--- src/rtl/program_sequencer_pkg.sv ---
// Shared sequencer definitions: flow opcodes, FSM states, two-word opcode.
// Imported by the sequencer, its stack and the instruction decoder.
package program_sequencer_pkg;

  localparam logic [3:0] TWO_WORD_OPC = 4'hF;

  typedef enum logic [2:0] {
    SEQ_NEXT = 3'd0,
    SEQ_BR   = 3'd1,
    SEQ_CALL = 3'd2,
    SEQ_RET  = 3'd3,
    SEQ_PUSH = 3'd4,
    SEQ_POP  = 3'd5,
    SEQ_CALA = 3'd6,
    SEQ_RSVD = 3'd7
  } seq_op_e;

  typedef enum logic [1:0] {
    S_RESET  = 2'd0,
    S_FETCH  = 2'd1,
    S_FETCH2 = 2'd2,
    S_EXEC   = 2'd3
  } state_e;

  function automatic logic is_two_word(input logic [3:0] opc);
    return opc == TWO_WORD_OPC;
  endfunction

endpackage

--- src/rtl/hw_stack.sv ---
// Shift-register hardware stack: push shifts down (bottom lost), pop shifts up
// (bottom duplicates). Ports: clk, reset (async low), push, pop, din, top, level.
module hw_stack #(
  parameter int WIDTH = 12,
  parameter int DEPTH = 4
) (
  input  logic                         clk,
  input  logic                         reset,
  input  logic                         push,
  input  logic                         pop,
  input  logic [WIDTH-1:0]             din,
  output logic [WIDTH-1:0]             top,
  output logic [$clog2(DEPTH+1)-1:0]   level
);

  localparam int LW = $clog2(DEPTH+1);
  localparam logic [LW-1:0] FULL = LW'(DEPTH);

  logic [WIDTH-1:0] s [DEPTH];

  always_ff @(posedge clk or negedge reset) begin
    if (!reset) begin
      for (int i = 0; i < DEPTH; i++) s[i] <= '0;
      level <= '0;
    end else if (push) begin
      s[0] <= din;
      for (int i = 1; i < DEPTH; i++) s[i] <= s[i-1];
      if (level != FULL) level <= level + 1'b1;
    end else if (pop) begin
      for (int i = 0; i < DEPTH-1; i++) s[i] <= s[i+1];
      if (level != '0) level <= level - 1'b1;
    end
  end

  assign top = s[0];

endmodule

--- src/rtl/program_sequencer.sv ---
// Instruction front end: PC, 1/2-word fetch FSM, flow control, hw stack.
// Ports: clk/reset, rom_addr/rom_data, stall, seq_op/cond/acc_lo, instr/operand/instr_valid, stack_top/stack_level.
module program_sequencer
  import program_sequencer_pkg::*;
#(
  parameter int PC_WIDTH    = 12,
  parameter int INSTR_WIDTH = 16,
  parameter int STACK_DEPTH = 4
) (
  input  logic                               clk,
  input  logic                               reset,
  output logic [PC_WIDTH-1:0]                rom_addr,
  input  logic [INSTR_WIDTH-1:0]             rom_data,
  input  logic                               stall,
  input  logic [2:0]                         seq_op,
  input  logic                               cond,
  input  logic [PC_WIDTH-1:0]                acc_lo,
  output logic [INSTR_WIDTH-1:0]             instr,
  output logic [INSTR_WIDTH-1:0]             operand,
  output logic                               instr_valid,
  output logic [PC_WIDTH-1:0]                stack_top,
  output logic [$clog2(STACK_DEPTH+1)-1:0]   stack_level
);

  state_e                  state_q, state_d;
  logic [PC_WIDTH-1:0]     pc_q, pc_d;
  logic [INSTR_WIDTH-1:0]  instr_q, instr_d;
  logic [INSTR_WIDTH-1:0]  opnd_q, opnd_d;
  logic                    push, pop;
  logic [PC_WIDTH-1:0]     push_val;
  seq_op_e                 op;

  assign op = seq_op_e'(seq_op);

  always_comb begin
    state_d  = state_q;
    pc_d     = pc_q;
    instr_d  = instr_q;
    opnd_d   = opnd_q;
    push     = 1'b0;
    pop      = 1'b0;
    push_val = pc_q;
    if (!stall) begin
      unique case (state_q)
        S_RESET: state_d = S_FETCH;
        S_FETCH: begin
          instr_d = rom_data;
          pc_d    = pc_q + 1'b1;
          state_d = is_two_word(rom_data[INSTR_WIDTH-1 -: 4])
                    ? S_FETCH2 : S_EXEC;
        end
        S_FETCH2: begin
          opnd_d  = rom_data;
          pc_d    = pc_q + 1'b1;
          state_d = S_EXEC;
        end
        S_EXEC: begin
          state_d = S_FETCH;
          unique case (op)
            SEQ_BR:
              if (cond) pc_d = opnd_q[PC_WIDTH-1:0];
            SEQ_CALL: begin
              push = 1'b1;
              pc_d = opnd_q[PC_WIDTH-1:0];
            end
            SEQ_RET: begin
              pop  = 1'b1;
              pc_d = stack_top;
            end
            SEQ_PUSH: begin
              push     = 1'b1;
              push_val = acc_lo;
            end
            SEQ_POP: pop = 1'b1;
            SEQ_CALA: begin
              push = 1'b1;
              pc_d = acc_lo;
            end
            default: ;
          endcase
        end
        default: state_d = S_RESET;
      endcase
    end
  end

  always_ff @(posedge clk or negedge reset) begin
    if (!reset) begin
      state_q <= S_RESET;
      pc_q    <= '0;
      instr_q <= '0;
      opnd_q  <= '0;
    end else begin
      state_q <= state_d;
      pc_q    <= pc_d;
      instr_q <= instr_d;
      opnd_q  <= opnd_d;
    end
  end

  hw_stack #(
    .WIDTH (PC_WIDTH),
    .DEPTH (STACK_DEPTH)
  ) u_stack (
    .clk   (clk),
    .reset (reset),
    .push  (push),
    .pop   (pop),
    .din   (push_val),
    .top   (stack_top),
    .level (stack_level)
  );

  assign rom_addr    = pc_q;
  assign instr       = instr_q;
  assign operand     = opnd_q;
  assign instr_valid = (state_q == S_EXEC);

endmodule

--- config.mk ---
export PLATFORM = sky130hd
export DESIGN_NAME = program_sequencer
export DESIGN_NICKNAME = d
export VERILOG_FILES = /design/src/rtl/program_sequencer_pkg.sv /design/src/rtl/hw_stack.sv /design/src/rtl/program_sequencer.sv
export SDC_FILE = /design/constraint.sdc
export NUM_CORES = 1
export LEC_CHECK = 0
export BUFFER_PORTS_ARGS = -buffer_cell sky130_fd_sc_hd__buf_2
export CAP_MARGIN = 0
export CORE_UTILIZATION = 56
export CTS_CLUSTER_SIZE = 24
export DETAILED_ROUTE_END_ITERATION = 16
export PLACE_DENSITY_LB_ADDON = 0.3
export RECOVER_POWER = 50
export SETUP_SLACK_MARGIN = 0.4
export SLEW_MARGIN = 20
export SYNTH_ARGS = -nofsm -noshare
export SYNTH_HDL_FRONTEND = slang
export SYNTH_SLANG_ARGS = --single-unit
--- constraint.sdc ---
create_clock -name clk -period 2.6 [get_ports clk]
set_input_delay 0.39 -clock clk [delete_from_list [all_inputs] [get_ports clk]]
set_output_delay 0.39 -clock clk [all_outputs]
set_load 0.05 [all_outputs]
## After elaboration in Yosys (flattened, before gate mapping)

Cells that the tools add are included.
W data, S select, Z words.

- Reductions and logical operators: 13
- Mux-type cells: 20
- $add $sub $neg: 3
- Equal/unequal tests: 14
- Bitwise logic cells: 1

Operators with widths:

| cell | count |
|---|---|
| $mux W36 | 2 |
| $mux W12 | 4 |
| $pmux W12 S4 | 1 |
| $pmux W12 S2 | 1 |
| $add A12 B1 Y12 const B | 1 |
| $mux W3 | 4 |
| $eq A3 B3 Y1 const B | 3 |
| $mux W1 | 7 |
| $eq A3 B2 Y1 const B | 2 |
| $ne A3 B3 Y1 const B | 2 |
| $pmux W2 S3 | 1 |
| $reduce_bool A2 Y1 | 3 |
| $reduce_or A2 Y1 | 3 |
| $ne A5 B1 Y1 const B | 1 |
| $eq A2 B2 Y1 const B | 2 |
| $eq A4 B4 Y1 const B | 1 |
| $reduce_and A2 Y1 | 2 |
| $reduce_and A4 Y1 | 1 |
| $add A3 B1 Y3 const B | 1 |
| $eq A3 B1 Y1 const B | 1 |
| $reduce_and A3 Y1 | 1 |
| $reduce_bool A3 Y1 | 1 |
| $reduce_or A3 Y1 | 1 |
| $sub A3 B1 Y3 const B | 1 |
| other kinds (4) | 4 |

- Input port bits: 35
- Word-level logic and storage cells: 60
- Bits in registers: 97

## Depth between registers and ports, before layout

- Depth in word-level cells: 7
- Depth in mapped cells: 11
- Gate-level depth less buffers: 9

## Hierarchy

Synthesis repeated with hierarchy kept, for this count alone.

- Cells, all modules: 493
- Area total of the unflattened synthesis: 5190.0 um^2

Modules (own cells, without submodules):

| module | area an instance (um^2) | cells an instance | times used |
|---|---|---|---|
| program_sequencer | 2801.4 | 276 | 1 |
| hw_stack | 2388.5 | 217 | 1 |

## Worst setup path after synthesis

Ideal clock, no wire load.

- Path kind: reg2reg
- Start point: register state_q[1]
- End point: register u_stack.level[2]
- Cell stages (with the launch flop): 12
- Data arrival time: 2559 ps
- Path buffers: 2
- Period minus slack after synthesis: 2709 ps
- Setup slack: -109 ps
- Cells stage by stage: dfrtp_1 -> ha_1 -> buf_2 -> or3b_1 -> buf_2 -> nor2_2 -> xnor2_1 -> ha_1 -> nand2b_1 -> nor4_1 -> a211oi_1 -> a21oi_1

- Longest elaborated chain between the ends: 5
- Elaborated cells between the ends (all ways): 10
- Classes of those cells: eq/ne (2); mux (5); reduce/logical (3)

Ends and longest elaborated chain:

| what | RTL line | text |
|---|---|---|
| start, declared | program_sequencer.sv:25 | `state_e state_q, state_d;` |
| start signal, assigned | program_sequencer.sv:94 | `state_q <= state_d;` |
| $eq A2 B2 Y1 (*) | n/a |  |
| named net instr_valid | program_sequencer.sv:20 | `output logic instr_valid,` |
| $mux W1 | program_sequencer.sv:44 | `unique case (state_q)` |
| $mux W1 | program_sequencer.sv:43 | `if (!stall) begin` |
| $ne A2 B1 Y1 (no line) or $reduce_bool A2 Y1 (tied branches) | n/a |  |
| $reduce_and A3 Y1 (no line) | n/a |  |
| end signal, assigned | hw_stack.sv:28 | `if (level != FULL) level <= level + 1'b1;` |
| end signal, assigned | hw_stack.sv:31 | `if (level != '0) level <= level - 1'b1;` |
| end, declared | hw_stack.sv:13 | `output logic [$clog2(DEPTH+1)-1:0] level` |

Mark *: on every way through the listed nets, which the timed path passes. The rest lies on a longest branch.
A chain may end at the register's enable or synchronous reset.

## Worst setup path after layout

- Start point: register state_q[0]
- End point: register pc_q[10], in the netlist rom_addr[10]

- Longest elaborated chain between the ends: 4
- Elaborated cells between the ends (all ways): 9
- Classes of those cells: eq/ne (5); mux (1); reduce/logical (3)

Ends and longest elaborated chain:

| what | RTL line | text |
|---|---|---|
| $eq A2 B2 Y1 or $eq A2 B1 Y1 (tied branches) | program_sequencer.sv:44 |  |
| $reduce_or A2 Y1 (no line) | n/a |  |
| $reduce_bool A2 Y1 (no line) | n/a |  |
| $reduce_and A4 Y1 (no line) | n/a |  |
| end signal, assigned | program_sequencer.sv:95 | `pc_q <= pc_d;` |
| end, declared | program_sequencer.sv:26 | `logic [PC_WIDTH-1:0] pc_q, pc_d;` |

Parallel ways exist; a longest one is shown, timed or not.

==> flow_summary.toml <==
[status]
outcome = "completed"

[power_and_ir_drop]
vdd_ir_drop_max_mv = 0.8895
power_density_mw_per_mm2 = 1377
leakage_nw = 2.533

[global_route]
antenna_found_initial = 0
grt_pass1_vias = 4051
grt_overflow_total = 0
met3_usage = 0.06477
grt_util_met2 = 0.4639
grt_util_met1 = 0.3799
grt_pass1_wl_mm = 19.89
top_usage_layer = "met2"
grt_usage = 0.2864
grt_max_degree = 55

[die]
die_area_mm2 = 0.009282
die_w_um = 96.35
coreArea_mm2 = 0.008678
die_h_um = 96.35
num_rows = 34
io_pins = 95
start_util = 0.5744

[clock_tree]
clock_path_buffers = 2
insertion_delay_ns = 0.38
htreeDepth = 3
cts_tree = "done"
clkTransAtPathRegs_ns = 0.11
cts_buffers = 9
cts-root-buf = "clkbuf_8"
cts_sinks = 97

[finish]
diodes = 0
final_nets = 638
drive_gt1_frac = 0.2442
fillers = 746
post-route-util = 0.6517
area_growth_pct = 13.45

[yosys]
ys_top_cells_by_area = "dfrtp_1 49%, mux2_2 7.5%, nand2_1 6.7%"
yosysWarnings = 0
yosys.area.top_type = "dfrtp_1"
ys_dominant_reg_cell = "dfrtp_1"
syn_inst = 524
syn-num-nets = 565
synth_area_mm2 = 0.004985
synth_cell_types = 53
netlist_top_cells_count = "97 x dfrtp_1, 89 x nand2_1, 47 x nor2_1"
ys_seq_area_frac = 0.4869
synth.most_common_cell = "dfrtp_1"
synth_area_per_cell_um2 = 9.513
yosysTopAreaCellShare = 0.4869
synth_edf_count = 0
synth-async-reset-ratio = 1.000
synth_seq_cells = 97

[timing]
rsz0062_at_grt = "no"
min_period_ns = 2.130
slew_viol_final = 0
clock_skew_ns = 0.01746
fmaxAchievable_mhz = 469.5
hold_viol_final = 0
max_slew_margin = 0.2420
hold_slack_ns = 0.2108
setup_tns_ns = 0
fin_crit_sh = 0.8191
setup_viol = 0
worst_slew_pin_slew_ns = 1.137

[routing]
drt_iter0_drc = 459
routed_wirelength_mm = 13.08
vias = 4442
wl_per_cell_um = 18.42
drc = 0
first_pass_iters = 5
routed_via_density = 6.256
drtAntennaViolNets = 0

[setup_path]
crit_path_end_kind = "flop"
crit_slowest_cell = "or4_1"
cp.arrival_ns = 2.43
crit_fanout = 11
path_cells = "inv_1, ha_1, a311oi_2, o21ai_0, buf_4, or4_1, o211ai_1"
path_class = "flop to flop"
slowest_delay_ns = 0.47
crit_required_ns = 2.90
startpoint_type = "flop"

[flow_run]
max_cap_viol_count = 0

[placement]
io_buffers = 94
gp_congestion = 0.8803
place_hpwl_mm = 9.026

[hold_path]
hp-class = "input pin to asynchronous set/reset pin"
[per-layer routing]
layer	up-vias	share of wire
met5	-	0
met1	2176	0.42
li1	2010	-
met4	0	0.023
met2	223	0.47
met3	33	0.084
[worst paths after layout]
kind	start	endpoint	slack, ns	depth (start not counted)
min in group clk	rom_data[0]	operand[0]	0.25	2
max	state_q[0]	rom_addr[10]	0.47	7
max reg2reg	state_q[0]	rom_addr[10]	0.47	7
min	reset	u_stack.s[11]	0.21	1
min reg2reg	u_stack.s[9]	u_stack.s[9]	0.48	2
max in group asynchronous	reset	operand[4]	0.85	2
[critical path, delay by kind of cell, from the launching register on]
| family | cells | cell delay (ns) |
|---|---|---|
| buf+inv | 2 | 0.30 |
| compound gates | 3 | 0.57 |
| fa+ha+maj | 1 | 0.27 |
| simple gates | 1 | 0.47 |
| flops | 1 | 0.44 |
[where the power goes]
group          internal [mW]  leakage [nW]  switching [mW]
combinational           1.12          1.27            2.63
clock                  0.369        0.0976           0.596
sequential              2.24          1.17           0.828
total                   3.73          2.53            4.06
[area by class of cell]
type	instances	area, µm²	area share
well taps	108	135.1	0.02389
clock inverters	7	62.56	0.01106
clock buffers	9	123.9	0.02190
multi-input cells	367	2290	0.4049
inverters	7	26.28	0.004646
repair buffers	115	590.6	0.1044
flip-flops and latches	97	2427	0.4292
[cells in the final DEF, fill, tap and decap left out, drive strengths merged, types with 11 or more instances in the layout]
cell type,count
nand2,89
o21ai,28
o221ai,20
dfrtp,97
mux2,33
buf,84
clkbuf,40
a21oi,19
a31oi,26
nor2,48
a22oi,11
[registers in the layout, indices dropped and copies added (netlist names)]
register / flops
instr: 16
operand: 16
rom_addr: 12
state_q: 2
u_stack.level: 3
u_stack.s: 36
u_stack.top: 12
[cells by family (layout without fill, tap and decap cells)]
kind of cell,Yosys count,in the layout,share of synthesized area
and+or+nand+nor,185,185,0.1644
muxes,36,36,0.08057
adders and majority gates,6,6,0.01506
xor gates and xnor gates,3,3,0.005272
DFF,97,97,0.4869
buffers and inverters,60,138,0.05848
AOI/OAI and AO/OA,137,137,0.1893
[per-stage QoR]
| step | power [mW] | cells | instance area, µm² | setup WS (ns) |
|---|---|---|---|---|
| final | 7.789 | 710 | 5655 | 0.4703 |
| after detailed placement | 6.822 | 690 | 5488 | 0.4002 |
| after CTS | 7.797 | 706 | 5677 | 0.4335 |
| after floorplan | 5.926 | 524 | 5011 | 0.3250 |
| after global placement | 6.681 | 690 | 5488 | 0.4760 |
| after global routing | 8.222 | 710 | 5655 | 0.3893 |
[repair_timing]
| action | 4_1_cts | 5_1_grt |
|---|---|---|
| setup buffers | 0 | 4 |
| gates resized for setup | 1 | 3 |
| pin swaps | 0 | 1 |
| hold buffers | 0 | 0 |
| endpoints found under the hold margin | 0 | 0 |
| endpoints found under the setup margin | 11 | 34 |
(Power assumes the default switching activity.)
